File: config.mk
export PLATFORM = sky130hd
export DESIGN_NAME = seg7_scan
export DESIGN_NICKNAME = d
export VERILOG_FILES = /design/src/rtl/seg7_pkg.sv /design/src/rtl/seg7_tick_gen.sv /design/src/rtl/seg7_scan.sv
export SDC_FILE = /design/constraint.sdc
export NUM_CORES = 1
export LEC_CHECK = 0
export ABC_CLOCK_PERIOD_IN_PS = 3000
export CAP_MARGIN = 20
export CORE_AREA = 2 2 76 78
export CTS_BUF_LIST = sky130_fd_sc_hd__clkbuf_4 sky130_fd_sc_hd__clkbuf_8 sky130_fd_sc_hd__clkbuf_16
export CTS_CLUSTER_SIZE = 16
export DETAILED_ROUTE_END_ITERATION = 16
export DIE_AREA = 0 0 78 80
export GPL_TIMING_DRIVEN = 0
export PLACE_DENSITY = 0.77
export SLEW_MARGIN = 10
export SYNTH_ARGS = -nofsm -noshare
export SYNTH_HDL_FRONTEND = slang
export SYNTH_SLANG_ARGS = --single-unit
File: constraint.sdc
create_clock -name clk -period 3 [get_ports clk]
set_clock_uncertainty 0.2 [all_clocks]
set_input_delay 0.45 -clock clk [delete_from_list [all_inputs] [get_ports clk]]
set_output_delay 0.45 -clock clk [all_outputs]
set_load 0.05 [all_outputs]
File: src/rtl/seg7_pkg.sv
// Shared constants and helpers for the four-digit seven-segment scanner.
// Anode and decimal-point levels are active-low at the pins.
package seg7_pkg;

  localparam int         DIGITS = 4;
  localparam logic [3:0] AN_OFF = 4'b1111;
  localparam logic       DP_OFF = 1'b1;

  // All anodes high except the selected digit.
  function automatic logic [3:0] an_sel(input logic [1:0] idx);
    return ~(4'b0001 << idx);
  endfunction

endpackage

File: src/rtl/seg7_tick_gen.sv
// Free-running prescaler: counts 0..DIV-1 and flags the last count as a
// one-cycle tick before wrapping to 0.
module seg7_tick_gen #(
  parameter int DIV = 50000
) (
  input  logic clk,
  input  logic rst,
  output logic tick
);

  localparam int CW = (DIV > 1) ? $clog2(DIV) : 1;

  logic [CW-1:0] cnt;

  assign tick = (cnt == CW'(DIV - 1));

  always_ff @(posedge clk) begin
    if (rst) begin
      cnt <= '0;
    end else if (tick) begin
      cnt <= '0;
    end else begin
      cnt <= cnt + 1'b1;
    end
  end

endmodule

File: src/rtl/seg7_scan.sv
// Time-multiplexed scanner for a four-digit display: double-buffered digit
// storage swapped only at frame boundaries, optional leading-zero blanking.
import seg7_pkg::*;

module seg7_scan #(
  parameter int REFRESH_DIV = 50000
) (
  input  logic        clk,
  input  logic        rst,
  input  logic [15:0] value,
  input  logic        load,
  input  logic [3:0]  dp_in,
  input  logic        blank_lead,
  output logic [3:0]  num,
  output logic [3:0]  an,
  output logic        dp,
  output logic        frame_done
);

  logic        tick;
  logic        boundary;
  logic [1:0]  idx;
  logic [15:0] pend_val;
  logic [3:0]  pend_dp;
  logic        pend_flag;
  logic [15:0] disp_val;
  logic [3:0]  disp_dp;
  logic [3:0]  digit_cur;
  logic [3:0]  zero_from;
  logic        blank_cur;

  seg7_tick_gen #(.DIV(REFRESH_DIV)) u_tick (
    .clk  (clk),
    .rst  (rst),
    .tick (tick)
  );

  assign boundary = tick && (idx == 2'd3);

  // load is a single-cycle strobe with no backpressure: every cycle it is
  // high the pending copy is overwritten; the scan picks it up at the next
  // frame boundary, or immediately if load lands on the boundary itself.
  always_ff @(posedge clk) begin
    if (rst) begin
      idx       <= 2'd0;
      pend_val  <= '0;
      pend_dp   <= '0;
      pend_flag <= 1'b0;
      disp_val  <= '0;
      disp_dp   <= '0;
    end else begin
      if (tick) begin
        idx <= idx + 2'd1;
      end
      if (load) begin
        pend_val <= value;
        pend_dp  <= dp_in;
      end
      if (boundary) begin
        pend_flag <= 1'b0;
        if (load) begin
          disp_val <= value;
          disp_dp  <= dp_in;
        end else if (pend_flag) begin
          disp_val <= pend_val;
          disp_dp  <= pend_dp;
        end
      end else if (load) begin
        pend_flag <= 1'b1;
      end
    end
  end

  // zero_from[i] is set when display digits i..3 are all zero.
  always_comb begin
    zero_from = '0;
    zero_from[DIGITS-1] = (disp_val[15:12] == 4'd0);
    for (int i = DIGITS - 2; i >= 0; i--) begin
      zero_from[i] = zero_from[i+1] && (disp_val[i*4 +: 4] == 4'd0);
    end
  end

  assign digit_cur = disp_val[{idx, 2'b00} +: 4];
  assign blank_cur = blank_lead && (idx != 2'd0) && zero_from[idx];

  always_ff @(posedge clk) begin
    if (rst) begin
      num        <= 4'd0;
      an         <= AN_OFF;
      dp         <= DP_OFF;
      frame_done <= 1'b0;
    end else begin
      num        <= digit_cur;
      an         <= blank_cur ? AN_OFF : an_sel(idx);
      dp         <= blank_cur ? DP_OFF : ~disp_dp[idx];
      frame_done <= boundary;
    end
  end

endmodule
==> results.md, run 1 <==
- The smallest clock period supported by the final layout is computed as 2.63 ns.
- The die covers 6240 um^2.
- The worst relative slew slack is 0.507.
- The final setup violation count is 0.
- The clock transition time at the flip-flop clock pins of the worst setup and hold paths is 0.07 ns.
- The post-route clock period utilization is 0.877.
- For this block, the routed nets add up to just over 5000 um of wire.
- Gates resized during post-CTS repair numbered 0.
- 0 antenna diodes ended up in the layout.
- The total vias in the final route is 1901.
- The area growth from synthesis to layout is 20.6%.
- The initial utilization of the core area, before any placement, comes to 0.532.
- The critical path startpoint category is a register.
- The count of synthesis-stage warnings from yosys is 0.
- The final standard cell utilization of the core is 0.642.
- The number of hold buffers added after cts is 0.
- The total negative slack is 0 ns.
- The detailed router finished its first iteration with 94 violations.
- The sequential fraction of the synthesis area is 0.480.
- The worst hold slack across all endpoints is approximately 0.29 ns.
- Entering global routing, the biggest net connects 12 pins.
- The HPWL after detailed placement is around 3500 um.
- In this run the worst hold path is classified as reg2reg.
- Leaving out filler cells and counting taps, the final layout contains approximately 380.
- STA classifies the critical path endpoint as a register.
- The first-pass GRT wire length is 8630 um.
- The number of buffers on the longest clock path is 2.
- The number of nets in the layout is 334.
- The number of different library cells in the post-synthesis netlist is 31.
- The initial antenna violation count came to 0.
- The global placer's final weighted congestion is 0.813.
- The number of buffers inserted to repair setup after CTS is 0.
- During placement, the flow inserted port buffers numbering 32.
- The arrival time of data at the critical path endpoint is 2.65 ns.
- STA puts the critical path data required time at between 3 and 4 ns.
- The remaining routing DRC violations is 0.
- Overall power consumption after layout is estimated at 1.72 mW.
- The floorplan step defined a core boundary enclosing 5410 um^2.
- The total routing resource utilization after global routing is 0.178.
- Summed over all layers, the global routing overflow is 0.
- Across the run, the number of max-cap violations was 0.
- The max-slew violation count came to 0.
- The H-tree was split into 3 levels.
- Counting tap cells, the placed design contains a total of roughly 370 instances.
- After detailed routing, the average wire length per cell comes to 13.4 um.
- The number of nets still failing antenna checks after routing is 0.
- The pre-antenna-repair detailed-routing pass consisted of 4 iterations.
- VDD sags by at most between 0.3 and 0.4 mV.
- The leakage power of the design is about 1.4 nW.
- The layout cell share with drive strength beyond 1 is 0.152.
- The number of CTS-inserted buffers is 9.
- The average footprint of a synthesized cell is 11.0 um^2.
- The number of primary I/O pins is 34.
- After technology mapping, the gate count stands at 262.
- The clock tree from TritonCTS is yes.
- The CTS root buffer is sky130_fd_sc_hd__clkbuf_8.
- The later-pin clock latency in the skew report is between 0.3 and 0.4 ns.
- The die width is 78 um.
- The synthesized design contains ~70 register bits.
- The number of nets in the synthesized netlist is 291.
- The power density over the cells is 496 nW/um^2.
- In this run the worst path has a maximum fanout of 10.
- Timing would allow up to 380 MHz.
- The transition time at the pin with the least slew margin is 0.739 ns.
- The clock drives 69 sinks.
- Setup repair after global routing left no endpoint under its margin.
- Leaving out fill and tap cells, the most frequent cell in the layout is sky130_fd_sc_hd__dfxtp_1.
- The number of global-route vias before repair is 1879.
- The final hold violation count is 0.
- The die is ~80 um tall.
- The library cells used most frequently in the layout, excluding fill and tap cells, are 69 x sky130_fd_sc_hd__dfxtp_1, 41 x sky130_fd_sc_hd__nor2_1, 32 x sky130_fd_sc_hd__clkdlybuf4s50_1.
- The worst setup path is of the reg2reg kind.
- The post-detailed-route via-to-cell ratio is about 5.0.
- The flow ran to the end, and the final reports show no timing, DRC or antenna violations.
- The area of the mapped netlist is 2880 um^2.
- The initialized floorplan defines 27 standard-cell rows.
path summary, 6_finish.rpt:
kind                                          startpoint                        to  slack, ns  cells after the start
worst max register to register  u_tick.cnt[5]$_SDFF_PP0_  disp_val[4]$_SDFFE_PP0P_       0.37                      6
worst min register to register  u_tick.cnt[0]$_SDFF_PP0_  u_tick.cnt[0]$_SDFF_PP0_       0.29                      1
worst max-delay path            u_tick.cnt[5]$_SDFF_PP0_  disp_val[4]$_SDFFE_PP0P_       0.37                      6
worst min-delay path            u_tick.cnt[0]$_SDFF_PP0_  u_tick.cnt[0]$_SDFF_PP0_       0.29                      1
layer usage:
layer | vias to the layer above | track usage | routed length [um]
met5 | - | 0 | 0
met2 | 52 | 0.289 | 2390
met4 | 0 | 0.0772 | 23
li1 | 977 | - | -
met3 | 2 | 0.0475 | 233
met1 | 870 | 0.224 | 2480
power breakdown:
| part | internal (mW) | switching [mW] | total, mW |
|---|---|---|---|
| Combinational | 0.0502 | 0.0468 | 0.0970 |
| Sequential | 0.937 | 0.00794 | 0.944 |
| Clock | 0.350 | 0.329 | 0.679 |
| Total | 1.34 | 0.384 | 1.72 |
critical path, cell delays in order, from the launching register on:
cell                      delay [ns]
sky130_fd_sc_hd__dfxtp_1        0.37
sky130_fd_sc_hd__or4b_1         0.53
sky130_fd_sc_hd__or4_4          0.52
sky130_fd_sc_hd__buf_6          0.15
sky130_fd_sc_hd__nor3b_4        0.21
sky130_fd_sc_hd__buf_6          0.21
sky130_fd_sc_hd__mux2_4         0.32
area by class of cell:
| class | instances | area [um^2] |
|---|---|---|
| Multi-Input combinational cell | 173 | 1400 |
| Buffer | 14 | 76.3 |
| Tap cell | 72 | 90.1 |
| Inverter | 6 | 22.5 |
| Clock inverter | 4 | 22.5 |
| Fill cell | 435 | 1940 |
| Clock buffer | 12 | 159 |
| Sequential cell | 69 | 1380 |
| Timing Repair Buffer | 32 | 320 |
stage by stage:
stage / worst slack, ns / cell area (um^2)
2_1_floorplan: 0.492 / 2880
4_1_cts: 0.371 / 3470
5_1_grt: 0.295 / 3470
6_report: 0.368 / 3470
3_3_place_gp: 0.404 / 3290
3_5_place_dp: 0.386 / 3290
cell families (layout without fill, tap and decap cells):
| group | Yosys count | after routing | synth area share |
|---|---|---|---|
| and+or+nand+nor | 103 | 103 | 0.193 |
| AOI/OAI and AO/OA | 4 | 4 | 0.00913 |
| DFF | 69 | 69 | 0.480 |
| xor gates and xnor gates | 15 | 15 | 0.0457 |
| adders and majority gates | 5 | 5 | 0.0217 |
| buffers and inverters | 20 | 68 | 0.0343 |
| muxes | 46 | 46 | 0.217 |
synthesized netlist by cell type:
| cell | instances | share of area |
|---|---|---|
| sky130_fd_sc_hd__ha_1 | 5 | 0.022 |
| sky130_fd_sc_hd__a21oi_1 | 1 | 0.0017 |
| sky130_fd_sc_hd__mux4_2 | 5 | 0.039 |
| sky130_fd_sc_hd__nor2_1 | 41 | 0.053 |
| sky130_fd_sc_hd__mux2_4 | 20 | 0.10 |
| sky130_fd_sc_hd__dfxtp_1 | 69 | 0.48 |
| sky130_fd_sc_hd__xnor2_1 | 11 | 0.033 |
| sky130_fd_sc_hd__clkbuf_1 | 8 | 0.010 |
| sky130_fd_sc_hd__a211oi_1 | 1 | 0.0026 |
| sky130_fd_sc_hd__nand3_1 | 5 | 0.0087 |
| sky130_fd_sc_hd__nand2_1 | 4 | 0.0052 |
| sky130_fd_sc_hd__nor2b_1 | 24 | 0.052 |
| sky130_fd_sc_hd__nor4_1 | 8 | 0.017 |
| sky130_fd_sc_hd__and4_1 | 1 | 0.0030 |
| sky130_fd_sc_hd__inv_1 | 6 | 0.0078 |
| sky130_fd_sc_hd__nor3b_1 | 1 | 0.0026 |
| sky130_fd_sc_hd__o21ai_0 | 1 | 0.0017 |
| sky130_fd_sc_hd__mux2i_1 | 21 | 0.073 |
| sky130_fd_sc_hd__buf_6 | 3 | 0.012 |
| sky130_fd_sc_hd__nand4_1 | 5 | 0.011 |
| sky130_fd_sc_hd__buf_1 | 2 | 0.0026 |
| sky130_fd_sc_hd__nand2b_1 | 2 | 0.0043 |
| sky130_fd_sc_hd__nand3b_1 | 5 | 0.013 |
| sky130_fd_sc_hd__or4b_1 | 1 | 0.0035 |
| sky130_fd_sc_hd__nor3_1 | 3 | 0.0052 |
| sky130_fd_sc_hd__or4_4 | 1 | 0.0039 |
| sky130_fd_sc_hd__a211o_1 | 1 | 0.0030 |
| sky130_fd_sc_hd__nor3b_4 | 1 | 0.0065 |
| sky130_fd_sc_hd__xor2_1 | 4 | 0.012 |
| sky130_fd_sc_hd__or4_1 | 1 | 0.0026 |
| sky130_fd_sc_hd__buf_2 | 1 | 0.0017 |
flip-flops by register name, indices dropped and copies added, names as in the netlist:
signal      flops
disp_val       16
disp_dp         4
pend_flag       1
an              4
pend_dp         4
idx             2
frame_done      1
dp              1
u_tick.cnt     16
pend_val       16
num             4
Power figures use the tool's default switching activity.
==> run 2, diff against run 1 <==
ABC_CLOCK_PERIOD_IN_PS = 2500   (was 3000)
clock period = 2.5 ns   (was 3 ns; I/O delays follow)
==> results.md, run 2 (synthesis results as in run 1) <==
- Result of the run: complete, no violations (unchanged).
- Setup repair after global routing missed its margin: true (was false).
- The number of nets in the layout was 342 (was 334).
- The peak ir drop on the vdd network is 0.347 mV (was 0.314 mV).
- The worst setup path category is reg2reg (unchanged).
- The leakage power of the design is 1.42 nW (was 1.35 nW).
- The final routed wire length divided by cell count was 13.8 um (was 13.4 um).
- The overall overflow remaining after global route is 0 (unchanged).
- The final standard cell area without fillers is 3600 um^2 (was 3470 um^2).
- The CTS sink count is 69 (unchanged).
- The arrival time of data at the critical path endpoint is 2.53 ns (was 2.65 ns).
- The share of power burned in combinational logic is 0.053 (was 0.056).
- The clock transition time at the flip-flop clock pins of the worst setup and hold paths is 0.07 ns (about the same).
- The total vias in the final route is 1966 (was 1901).
- The CTS root buffer is sky130_fd_sc_hd__clkbuf_8 (unchanged).
- The global placer's final weighted congestion is 0.805 (was 0.813).
- The max-slew violation count came to 0 (unchanged).
- The largest net degree at the start of global routing is 13 (was 12).
- The first-pass GRT wire length is 9090 um (was 8630 um).
- The layout overhead on the synthesized area is 25.3% (was 20.6%).
- The number of primary I/O pins came to 34 (unchanged).
- The die area came to 6240 um^2 (unchanged).
- The number of input and output port buffers inserted is 32 (unchanged).
- Top library cells by usage in the layout, fill and taps aside: 64 x sky130_fd_sc_hd__dfxtp_1, 41 x sky130_fd_sc_hd__nor2_1, 32 x sky130_fd_sc_hd__clkdlybuf4s50_1 (was 69 x sky130_fd_sc_hd__dfxtp_1, 41 x sky130_fd_sc_hd__nor2_1, 32 x sky130_fd_sc_hd__clkdlybuf4s50_1).
- The number of global-route vias before repair is 1917 (was 1879).
- The remaining routing DRC violations is 0 (unchanged).
- The iteration count of the initial detailed-routing pass is 4 (unchanged).
- The number of CTS-inserted buffers is 9 (unchanged).
- The data required time at the worst endpoint is 2.54 ns (was 3.02 ns).
- The worst relative slew slack came to 0.475 (was 0.507).
- Top Registers: disp_val x16, pend_val x16, u_tick.cnt x16 (unchanged).
- The worst hold slack across all endpoints is 0.284 ns (was 0.288 ns).
- The number of placement rows is 27 (unchanged).
- The endpoint of the lowest-slack register-to-register path is disp_val[9]$_SDFFE_PP0P_ (was disp_val[4]$_SDFFE_PP0P_).
- The number of nets still failing antenna checks after routing is 0 (unchanged).
- The origin of the worst setup path is u_tick.cnt[5]$_SDFF_PP0_ (unchanged).
- The highest achievable clock rate is 401 MHz (was 380 MHz).
- The end point of the critical path was disp_val[9]$_SDFFE_PP0P_ (was disp_val[4]$_SDFFE_PP0P_).
- The half-perimeter wire length of the detailed placement result is 3680 um (was 3520 um).
- The initial antenna violation count was 0 (unchanged).
- The portion of total power attributed to sequential cells is 0.503 (was 0.549).
- The setup slack of the most critical reg-to-reg path is 0.007 ns (was 0.37 ns).
- The biggest fanout along the worst timing path is 5 (was 10).
- The final critical delay including setup and external delays is 2.49 ns (was 2.63 ns).
- The final antenna diode count is 0 (unchanged).
- The final hold violation count is 0 (unchanged).
- The number of hold buffers added after cts is 0 (unchanged).
- The critical path capture point type was a register (unchanged).
- The initial standard-cell utilization of the core was 0.532 (unchanged).
- The worst min-delay path class is reg2reg (unchanged).
- The transition time at the pin with the least slew margin is 0.788 ns (was 0.739 ns).
- The critical path startpoint category is a register (unchanged).
- The layout cell share with drive strength beyond 1 was 0.189 (was 0.152).
- The total routing resource utilization after global routing is 0.193 (was 0.178).
- The later-pin clock latency in the skew report was 0.35 ns (was 0.33 ns).
- The worst reg2reg path depth is 6 (unchanged).
- The cell area after placement is 3290 um^2 (about the same).
- The clock tree from TritonCTS is yes (unchanged).
- The power density over the cells is 624 nW/um^2 (was 496 nW/um^2).
- The core footprint is 5410 um^2 (unchanged).
- The cell internal power dissipation came to 1.77 mW (was 1.34 mW).
- The final setup violation count is 0 (unchanged).
- The overall die height was 80 um (unchanged).
- The switching power as a share of total power is 0.214 (was 0.223).
- The violation count after the first detailed-routing iteration is 60 (was 94).
- The part of the total power dissipated in the clock network came to 0.445 (was 0.395).
- The die width is 78 um (unchanged).
- The number of violations of the max-capacitance limit was 0 (unchanged).
- The net switching power came to 480 uW (was 384 uW).
- The total negative slack came to 0 ns (unchanged).
- The post-detailed-route via-to-cell ratio is 5.04 (was 4.98).
- The number of buffers on the longest clock path is 2 (unchanged).
- The post-route clock period utilization is 0.997 (was 0.877).
- The final wirelength is 5390 um (was 5130 um).
- The launch instance of the worst register-to-register path is u_tick.cnt[5]$_SDFF_PP0_ (unchanged).
- The H-tree depth reported by CTS was 3 (unchanged).
- The most common cell after layout, fill and taps aside is sky130_fd_sc_hd__dfxtp_1 (unchanged).
==> run 2: cell types whose count changed in the layout (fill, tap and decap cells not counted), sizes merged <==
cell and change:
clkbuf -2, buf +8, bufinv +2
==> run 2: power by group through the flow <==
stage	combinational [mW]	sequential (mW)	clock [mW]
after floorplan	0.0616	1.16	0
final	0.118	1.13	1.00
after global routing	0.132	1.13	1.06
after detailed placement	0.118	1.16	0
after CTS	0.119	1.13	1.01
after global placement	0.115	1.16	0
==> run 2: layout make-up <==
| cell class | instances | area [um^2] |
|---|---|---|
| fillers | 434 | 1800 |
| multi-input cells | 173 | 1400 |
| flip-flops and latches | 69 | 1390 |
| repair buffers | 41 | 403 |
| clock buffers | 10 | 138 |
| well taps | 72 | 90.1 |
| clock inverters | 6 | 86.3 |
| plain buffers | 13 | 75.1 |
| inverters | 6 | 22.5 |
==> run 2: worst max-delay path, stage by stage, from the launching register on <==
cell                      delay (ns)
sky130_fd_sc_hd__dfxtp_4        0.34
sky130_fd_sc_hd__or4b_1         0.51
sky130_fd_sc_hd__or4_4          0.55
sky130_fd_sc_hd__nor3b_4        0.19
sky130_fd_sc_hd__buf_6          0.16
sky130_fd_sc_hd__buf_8          0.13
sky130_fd_sc_hd__mux2_4         0.30
==> run 2: through the flow <==
step,power [mW],utilization,worst slack [ns],cells
floorplan,1.22,-,0.00487,262
global placement,1.27,0.609,-0.0707,366
detailed placement,1.28,0.609,-0.0951,366
CTS,2.26,0.660,-0.0342,387
global route,2.33,0.667,-0.0682,390
finish,2.25,0.667,0.00681,390
==> run 2: how the worst min path moves through the flow <==
stage	startpoint	endpoint	depth (start not counted)
finish	u_tick.cnt[0]$_SDFF_PP0_	u_tick.cnt[0]$_SDFF_PP0_	1
floorplan	u_tick.cnt[0]$_SDFF_PP0_	u_tick.cnt[0]$_SDFF_PP0_	1
global placement	u_tick.cnt[0]$_SDFF_PP0_	u_tick.cnt[0]$_SDFF_PP0_	1
global route	u_tick.cnt[0]$_SDFF_PP0_	u_tick.cnt[0]$_SDFF_PP0_	1
detailed placement	u_tick.cnt[0]$_SDFF_PP0_	u_tick.cnt[0]$_SDFF_PP0_	1
CTS	u_tick.cnt[0]$_SDFF_PP0_	u_tick.cnt[0]$_SDFF_PP0_	1
==> run 2: timing repair <==
| action | 4_1_cts | 5_1_grt |
|---|---|---|
| resized for setup | 7 | 7 |
| buffers inserted | 4 | 3 |
| setup endpoints to repair | 20 | 30 |
| cloned | 2 | 0 |
| pin swaps | 2 | 3 |
==> run 2: layer usage <==
| metal | part of all wire | vias up | GRT usage |
|---|---|---|---|
| met4 | 0.019 | 0 | 0.105 |
| met2 | 0.47 | 39 | 0.316 |
| li1 | - | 999 | - |
| met3 | 0.043 | 8 | 0.0475 |
| met5 | 0 | - | 0 |
| met1 | 0.47 | 920 | 0.234 |
